[config.mk]
export PLATFORM = sky130hd
export DESIGN_NAME = mem_rw_arbiter
export DESIGN_NICKNAME = d
export VERILOG_FILES = /design/src/rtl/mem_arb_pkg.sv /design/src/rtl/arb_pick.sv /design/src/rtl/mem_rw_arbiter.sv
export SDC_FILE = /design/constraint.sdc
export NUM_CORES = 1
export LEC_CHECK = 0
export CAP_MARGIN = 20
export CORE_MARGIN = 2
export CORE_UTILIZATION = 31
export DETAILED_ROUTE_END_ITERATION = 16
export GPL_ROUTABILITY_DRIVEN = 1
export GPL_TIMING_DRIVEN = 0
export PLACE_DENSITY = 0.87
export SETUP_SLACK_MARGIN = 0.3
export SLEW_MARGIN = 5
export SYNTH_ARGS = -nofsm -noshare
export SYNTH_HDL_FRONTEND = slang
export SYNTH_SLANG_ARGS = --single-unit
[constraint.sdc]
create_clock -name clk_i -period 5.2 [get_ports clk_i]
set_input_delay 1.56 -clock clk_i [delete_from_list [all_inputs] [get_ports clk_i]]
set_output_delay 1.56 -clock clk_i [all_outputs]
set_load 0.005 [all_outputs]
[src/rtl/mem_arb_pkg.sv]
// Shared constants and types for the main_mem read/write arbiter.
// Latency: none (declarations only).
// Backpressure: not applicable.
package mem_arb_pkg;

    localparam int ARB_FIXED = 0;
    localparam int ARB_RR    = 1;

    localparam int ARB_NREQ  = 3;
    typedef logic [$clog2(ARB_NREQ)-1:0] gnt_idx_t;

endpackage

[src/rtl/arb_pick.sv]
// Rotating-base priority picker: first set request at or after base_i, wrapping.
// Latency: purely combinational.
// Backpressure: none; the caller qualifies the pick with its own ready.
module arb_pick
    import mem_arb_pkg::*;
#(
    parameter int N  = 3,
    parameter int IW = 2
) (
    input  logic [N-1:0]  req_i,
    input  logic [IW-1:0] base_i,
    output logic [N-1:0]  gnt_oh_o,
    output logic [IW-1:0] gnt_idx_o
);

    always_comb begin
        int   idx;
        logic found;
        idx       = 0;
        found     = 1'b0;
        gnt_oh_o  = '0;
        gnt_idx_o = '0;
        for (int k = 0; k < N; k++) begin
            idx = (int'(base_i) + k) % N;
            if (!found && req_i[idx]) begin
                found         = 1'b1;
                gnt_oh_o[idx] = 1'b1;
                gnt_idx_o     = IW'(idx);
            end
        end
    end

endmodule

[src/rtl/mem_rw_arbiter.sv]
// Shares the main_mem port between requesters (fixed or round-robin, starvation promotion).
// Latency: command path combinational; read response one cycle after acceptance.
// Backpressure: mem_rdy_i routed to the grantee only; a stalled grantee keeps the port locked.
module mem_rw_arbiter
    import mem_arb_pkg::*;
#(
    parameter int NREQ         = 3,
    parameter int AW           = 8,
    parameter int DW           = 16,
    parameter int ARB_MODE     = ARB_FIXED,
    parameter int STARVE_LIMIT = 7
) (
    input  logic                     clk_i,
    input  logic                     rst_ni,
    input  logic [NREQ-1:0]          req_en_i,
    input  logic [NREQ-1:0]          req_val_i,
    input  logic [NREQ-1:0]          req_wen_i,
    input  logic [NREQ-1:0][AW-1:0]  req_addr_i,
    input  logic [NREQ-1:0][DW-1:0]  req_wdata_i,
    output logic [NREQ-1:0]          req_rdy_o,
    output logic [NREQ-1:0]          rsp_val_o,
    output logic [DW-1:0]            rsp_rdata_o,
    output logic                     mem_val_o,
    output logic                     mem_wen_o,
    output logic [AW-1:0]            mem_addr_o,
    output logic [DW-1:0]            mem_wdata_o,
    input  logic                     mem_rdy_i,
    input  logic [DW-1:0]            mem_rdata_i,
    output logic [$clog2(NREQ)-1:0]  grant_o,
    output logic                     busy_o
);

    localparam int GW = $clog2(NREQ);
    localparam int CW = (STARVE_LIMIT > 0) ? $clog2(STARVE_LIMIT + 1) : 1;

    logic [NREQ-1:0] elig, starved, s_oh, n_oh;
    logic [GW-1:0]   s_idx, n_idx, grant, rr_base;
    logic [GW-1:0]   rr_ptr_q, rr_ptr_d, lock_gnt_q, owner_q, owner_d;
    logic            lock_q, lock_d, pend_q, pend_d;
    logic            mem_val, acc, rd_acc;
    logic [CW-1:0]   wait_q [NREQ];
    logic [CW-1:0]   wait_d [NREQ];

    // Gating with reset keeps every output low while reset is held.
    assign elig    = rst_ni ? (req_val_i & req_en_i) : '0;
    assign mem_val = |elig;
    assign acc     = mem_val & mem_rdy_i;
    assign rd_acc  = acc & ~mem_wen_o;
    assign rr_base = (ARB_MODE == ARB_RR) ? rr_ptr_q : '0;

    always_comb begin
        starved = '0;
        for (int i = 0; i < NREQ; i++) begin
            starved[i] = elig[i] && (STARVE_LIMIT != 0) && (int'(wait_q[i]) >= STARVE_LIMIT);
        end
    end

    arb_pick #(.N(NREQ), .IW(GW)) u_pick_starve (
        .req_i     (starved),
        .base_i    ('0),
        .gnt_oh_o  (s_oh),
        .gnt_idx_o (s_idx)
    );

    arb_pick #(.N(NREQ), .IW(GW)) u_pick_norm (
        .req_i     (elig),
        .base_i    (rr_base),
        .gnt_oh_o  (n_oh),
        .gnt_idx_o (n_idx)
    );

    // A stalled command stays put until accepted or its requester withdraws.
    always_comb begin
        grant = '0;
        if (lock_q && elig[lock_gnt_q]) begin
            grant = lock_gnt_q;
        end else if (|s_oh) begin
            grant = s_idx;
        end else if (|n_oh) begin
            grant = n_idx;
        end
    end

    always_comb begin
        mem_wen_o   = 1'b0;
        mem_addr_o  = '0;
        mem_wdata_o = '0;
        req_rdy_o   = '0;
        if (mem_val) begin
            mem_wen_o        = req_wen_i[grant];
            mem_addr_o       = req_addr_i[grant];
            mem_wdata_o      = req_wdata_i[grant];
            req_rdy_o[grant] = mem_rdy_i;
        end
    end

    always_comb begin
        rsp_val_o = '0;
        if (pend_q) begin
            rsp_val_o[owner_q] = 1'b1;
        end
    end

    assign rsp_rdata_o = pend_q ? mem_rdata_i : '0;
    assign mem_val_o   = mem_val;
    assign grant_o     = grant;
    assign busy_o      = mem_val | pend_q;

    always_comb begin
        rr_ptr_d = rr_ptr_q;
        if (acc) begin
            rr_ptr_d = (grant == GW'(NREQ - 1)) ? '0 : grant + GW'(1);
        end
        lock_d  = mem_val & ~mem_rdy_i;
        pend_d  = rd_acc;
        owner_d = rd_acc ? grant : owner_q;
        for (int i = 0; i < NREQ; i++) begin
            wait_d[i] = '0;
            if (elig[i] && !(acc && int'(grant) == i)) begin
                wait_d[i] = (int'(wait_q[i]) < STARVE_LIMIT) ? wait_q[i] + CW'(1) : wait_q[i];
            end
        end
    end

    always_ff @(posedge clk_i or negedge rst_ni) begin
        if (!rst_ni) begin
            rr_ptr_q   <= '0;
            lock_q     <= 1'b0;
            lock_gnt_q <= '0;
            pend_q     <= 1'b0;
            owner_q    <= '0;
            for (int i = 0; i < NREQ; i++) begin
                wait_q[i] <= '0;
            end
        end else begin
            rr_ptr_q   <= rr_ptr_d;
            lock_q     <= lock_d;
            lock_gnt_q <= grant;
            pend_q     <= pend_d;
            owner_q    <= owner_d;
            for (int i = 0; i < NREQ; i++) begin
                wait_q[i] <= wait_d[i];
            end
        end
    end

endmodule
Word level (Yosys, flattened, before mapping)
Cells that the tools add are included.

storage, ports and cells
  register bits after elaboration = 15
  bits of input ports = 100
  output and inout port bits = 51

cells by class
  equality and inequality tests = 5
  multiplexer cells = 42
  bitwise operators = 8
  reductions and logical operators = 27
  add/sub/neg operators = 3
  magnitude comparators = 11

operators with widths
  operator               number
  $mux W16               3
  $mux W3                11
  $bmux W16 S2           1
  $bmux W8 S2            1
  $logic_and A1 B1 Y1    16
  $mux W8                2
  $mux W2                7
  $mux W1                13
  $add A3 B1 Y3 const B  3
  $ge A3 B3 Y1 const B   3
  $lt A2 B3 Y1 const B   3
  $lt A3 B3 Y1 const B   3
  $reduce_or A3 Y1       3
  $logic_not A1 Y1       7
  $and A3 B3 Y3          2
  $ne A2 B1 Y1 const B   3
  $bmux W1 S2            2
  $demux W1 S2           2
  $eq A2 B2 Y1 const B   2
  $ge A2 B1 Y1 const B   2
  $and A1 B1 Y1          3
  $logic_not A2 Y1       1
  $not A1 Y1             2
  $or A1 B1 Y1           1

Logic depth before layout (Yosys ltp)
  depth in word-level cells = 19
  gate-level depth with buffers = 10

Cells and area by module
Synthesis repeated with hierarchy kept, for this count alone.

unflattened totals
  cells, all modules = 275
  area, all modules = 2,244.7 sq um

by module, submodules not included
  module          cells an instance  sequential area each (sq um)  instances  area each (sq um)
  mem_rw_arbiter  171                375.4                         1          1,579.0
  arb_pick        52                 0.0                           2          332.8

Worst setup path before layout
Ideal clock, no wire load.

  path type = in2out
  from = input port req_en_i[2]
  to = output port mem_addr_o[3]
  data arrival time = 2.868 ns
  slack = 0.772 ns
  buffers on the path = 1
  cell stages on the path = 7
  data required time = 3.640 ns
  cells stage by stage = and4b_1 -> nand3_1 -> nand3_1 -> o31ai_4 -> buf_2 -> a222oi_1 -> nor2_1

between the ends
  cells in the longest elaborated chain, start to end = 11

ends and longest elaborated chain
  what                                            line                                        RTL
  start, declared                                 mem_rw_arbiter.sv:15                        input logic [NREQ-1:0] req_en_i,
  $and A3 B3 Y3 (*)                               mem_rw_arbiter.sv:45                        assign elig = rst_ni ? (req_val_i & req_en_i) : '0;
  $mux W3 (*)                                     mem_rw_arbiter.sv:45
  $logic_and A1 B1 Y1 (on tied branches)          arb_pick.sv:25, mem_rw_arbiter.sv:54
  $mux W3 or $logic_and A1 B1 Y1 (tied branches)  arb_pick.sv:25                              if (!found && req_i[idx]) begin
  $reduce_or A3 Y1 or $mux W3 (tied branches)     mem_rw_arbiter.sv:79, arb_pick.sv:25
  $mux W2 or $reduce_or A3 Y1 (tied branches)     mem_rw_arbiter.sv:79, mem_rw_arbiter.sv:77
  $mux W2                                         mem_rw_arbiter.sv:77                        end else if (|s_oh) begin
  $mux W2 (*)                                     mem_rw_arbiter.sv:75                        if (lock_q && elig[lock_gnt_q]) begin
  via grant_o[1]                                  mem_rw_arbiter.sv:29                        output logic [$clog2(NREQ)-1:0] grant_o,
  $bmux W8 S2 (*)                                 mem_rw_arbiter.sv:91                        mem_addr_o = req_addr_i[grant];
  $mux W8 (implied by the code) (*)               mem_rw_arbiter.sv:91
  $mux W8 (*)                                     mem_rw_arbiter.sv:89                        if (mem_val) begin
  end, declared                                   mem_rw_arbiter.sv:25                        output logic [AW-1:0] mem_addr_o,

The timed path passes the listed nets; every way through them passes the cells marked *. The select of a mux whose other input is x is not followed.

Worst setup path in the final report
  from = input port rst_ni
  to = output port mem_wdata_o[6]

between the ends
  cells in the longest elaborated chain, start to end = 15

ends and longest elaborated chain
  what                                                     line                                        RTL
  start, declared                                          mem_rw_arbiter.sv:14                        input logic rst_ni,
  $mux W3 (*)                                              mem_rw_arbiter.sv:45
  $mux W1 or $logic_and A1 B1 Y1 (tied branches)           arb_pick.sv:25, mem_rw_arbiter.sv:54
  $logic_not A1 Y1 or $mux W1 (tied branches)              arb_pick.sv:25
  $logic_and A1 B1 Y1 or $logic_not A1 Y1 (tied branches)  arb_pick.sv:25
  $mux W1 or $logic_and A1 B1 Y1 (tied branches)           arb_pick.sv:25
  $logic_not A1 Y1 or $mux W1 (tied branches)              arb_pick.sv:25
  $logic_and A1 B1 Y1 or $logic_not A1 Y1 (tied branches)  arb_pick.sv:25
  $mux W3 or $logic_and A1 B1 Y1 (tied branches)           arb_pick.sv:25
  $reduce_or A3 Y1 or $mux W3 (tied branches)              mem_rw_arbiter.sv:79, arb_pick.sv:25
  $mux W2 or $reduce_or A3 Y1 (tied branches)              mem_rw_arbiter.sv:79, mem_rw_arbiter.sv:77
  $mux W2                                                  mem_rw_arbiter.sv:77
  $mux W2                                                  mem_rw_arbiter.sv:75
  $bmux W16 S2                                             mem_rw_arbiter.sv:92                        mem_wdata_o = req_wdata_i[grant];
  $mux W16 (implied by the code)                           mem_rw_arbiter.sv:92
  $mux W16 (*)                                             mem_rw_arbiter.sv:89
  end, declared                                            mem_rw_arbiter.sv:26                        output logic [DW-1:0] mem_wdata_o,

Every way passes the cells marked *; elsewhere a longest branch is shown, timed or not. The select of a mux whose other input is x is not followed.

==> reports/results.txt <==
post-route antenna net violation count - 0
CTS Buf Count - 3
Max Fclk - 0.2085 GHz
outcome - complete, no violations
max-slew violation count - 0
register area - 375.4 µm²
Initial DRC Count - 146
drt wl/cell - 16.38 µm
DR vias/cell - 5.453
sequential share of power - 29.8%
clock latency on the worst-skew pair - 0.25 ns
Filler Cells Inserted - 357
# IOs - 151
# nets final - 446
area growth from synthesis to final layout - 122.1%
clock skew - 0.001029 ns
YS warnings - 0
Worst setup SP type - input pin
CTS tree - yes
Peak VDD IR - 104.6 µV
reg-to-reg startpoint - wait_q[0]
sequential cell area fraction in the yosys report - 26.16%
Worst Hold Class - reg2reg
Pleak - 1.479 nW
Switching Fraction - 27.54%
Final Setup Violations - 0
DRT Pass-1 Iters - 7
Die ar. - 0.005190 mm²
R2R Path End - owner_q[1]
Psw - 0.1153 mW
clock sink total - 15
Clock Path Buffers - 2
syn_nets - 273
Worst Reg-to-Reg Cells - 12
die width - 72.04 µm
hold_buf cts - 0
period utilization - 92.23%
crit path max fanout - 12
overall routed net length - 6.404 mm
Pwr Density - 131.4 mW/mm²
initial antenna violation count - 0
Starting Density - 32.51%
die height - 72.04 µm
HPWL after DPL - 4.987 mm
minimum clock period after layout - 4.796 ns
Core Rows - 24
Slew @ Worst Pin - 0.4474 ns
WHS Path Cells - 1
Avg Inst Size Synth - 8.594 µm²
CP endpoint kind - output port
pin count of the biggest net entering global routing - 24
critical path data arrival time - 3.24 ns
Multi-input gate area - 0.001021 mm²
Setup CP Type - in2out
gr usage total - 24.27%
routability cong. - 0.8033
hold_sp - wait_q[6]
internal power - 0.3035 mW
Yosys cell types - 36
vias in the first global route - 2,141
Final Core Density - 72.19%
PortBufs - 150
Final Hold Viols - 0
Hold Path End - wait_q[6]
layout cell share with drive strength beyond 1 - 20.06%
first-pass GRT wire length - 9.956 mm
RSZ-0062 raised after global routing - no
combinational power share - 47.3%
Syn Inst Count - 167
r2r setup slk - 2.38 ns
grt total ovfl - 0
clk root buf - clkbuf_8
Max-slew headroom - 70.18%
Power Total - 0.4188 mW
Post-Syn Area - 0.001435 mm²
Antenna Cells - 0
CP required - 3.64 ns
core area - 0.004414 mm²
drc violations - 0
total number of vias - 2,132
clock network power share - 22.9%
H-tree lvl count - 1
register bit total from synthesis - 15
clock slew at reported path FFs - 0.06 ns
Max-Cap Viols - 0
[worst max path at each step]
| stage | from | endpoint | slack [ns] | cells after the start |
|---|---|---|---|---|
| floorplan | req_en_i[2] | mem_addr_o[3] | 0.77 | 7 |
| global placement | rst_ni | mem_addr_o[1] | -1.17 | 9 |
| detailed placement | rst_ni | mem_addr_o[1] | -1.22 | 9 |
| CTS | req_val_i[2] | mem_addr_o[5] | 0.31 | 10 |
| global route | rst_ni | mem_wdata_o[11] | 0.30 | 10 |
| finish | rst_ni | mem_wdata_o[6] | 0.40 | 10 |
[cell type report]
class                      count  share of cell area, %
tap                           52                  2.042
buffer                        12                  3.377
multi-input combinational    137                  32.04
clock buffer                   4                  1.413
sequential                    15                  11.78
timing repair buffer         168                  48.84
inverter                       3                 0.5104
[critical path, stage by stage]
cell and delay [ns]:
buf_16 0.11, nand3_4 0.08, o211ai_1 0.22, nand2_1 0.09, a31o_1 0.26, buf_6 0.15
buf_6 0.13, a222oi_1 0.36, nor2_1 0.11, buf_2 0.15
[repair_timing]
action                                  CTS  global route
cloned                                    0             2
gates resized for setup                  95            26
pin swaps                                33            20
setup buffers                            16             0
endpoints found under the setup margin   32            28
[cells in the mapped netlist]
cell / instances / area, µm²
o21a_1: 6 / 45.04
a31o_1: 1 / 8.760
a31oi_1: 1 / 6.260
and2_1: 18 / 112.6
a21bo_2: 1 / 10.01
a31o_2: 1 / 8.760
a21boi_0: 3 / 22.52
clkbuf_1: 5 / 18.77
a21oi_2: 1 / 8.760
and3b_1: 2 / 17.52
inv_1: 2 / 7.510
ha_1: 6 / 75.07
a21oi_1: 5 / 25.02
a211oi_1: 1 / 7.510
nand2b_1: 1 / 6.260
o211ai_1: 1 / 7.510
o31ai_4: 2 / 42.54
o21ai_1: 1 / 5.000
mux2_1: 2 / 22.52
nor2_1: 29 / 108.9
a222oi_1: 24 / 240.2
nand3_2: 1 / 10.01
nand2_1: 9 / 33.78
nand3_1: 5 / 25.02
and4b_1: 2 / 20.02
nor3b_1: 2 / 15.01
dfrtp_1: 15 / 375.4
and3_1: 7 / 43.79
o21ai_0: 2 / 10.01
a2111o_1: 1 / 11.26
buf_6: 3 / 33.78
and3_4: 1 / 11.26
clkinv_4: 1 / 8.760
a21o_1: 1 / 7.510
buf_4: 1 / 7.510
buf_2: 3 / 15.01
[metal layers]
metal | wire, µm | global-route usage, %
met2 | 3284 | 44.55
met4 | 110 | 6.709
met5 | 0 | 0
met3 | 650 | 7.361
met1 | 2358 | 27.05
[registers in the layout, summed over array words and instances (netlist names)]
name,flops
pend_q,1
owner_q,2
lock_gnt_q,2
lock_q,1
wait_q,9
[power by group through the flow]
stage	Clock [mW]	Combinational, mW	Sequential, mW
finish	0.0957	0.198	0.125
global route	0.103	0.214	0.126
CTS	0.0987	0.197	0.125
detailed placement	0	0.194	0.127
global placement	0	0.190	0.127
floorplan	0	0.0593	0.126
[placed cells by master (no fill, tap or decap), types with 2 or more instances in the layout]
cell             netlist  final
o21a_1                 6      6
inv_1                  2      2
nand3_2                1      3
buf_4                  1     16
and4b_1                2      2
and3_4                 1      3
a222oi_1              24     24
clkdlybuf4s50_1        0    117
nor2_1                29     29
and3b_1                2      2
buf_6                  3      6
nand2_1                9      9
o21ai_0                2      2
o31ai_4                2      2
nand3_1                5      2
a21oi_1                5      3
dlygate4sd2_1          0      5
and3_1                 7      5
ha_1                   6      6
buf_2                  3      9
clkbuf_2               0     14
and2_1                18     18
mux2_1                 2      2
clkbuf_8               0      4
a21boi_0               3      3
clkbuf_1               5      5
clkdlybuf4s15_1        0      5
dfrtp_1               15     15
a21oi_2                1      2
nor3b_1                2      2
[cell families (layout without fill, tap and decap cells)]
kind of cell	count (synthesis)	count (layout)	share of synthesized area [%]
AOI/OAI and AO/OA	52	52	32.52
buffers and inverters	15	187	6.365
muxes	2	2	1.569
and+or+nand+nor	77	77	28.16
DFF	15	15	26.16
adders and majority gates	6	6	5.231
[metrics by stage]
step                TNS, ns  area (µm²)  worst slack (ns)  cells  hold WS (ns)
floorplan                 0        1435            0.7717    167        0.4512
global placement     -30.70        3002            -1.170    369        0.4709
detailed placement   -31.24        3002            -1.223    369        0.4916
CTS                       0        3218            0.3057    389        0.4995
global route              0        3187            0.2966    391        0.5293
finish                    0        3187            0.4040    391        0.4916
Power figures use the tool's default switching activity.
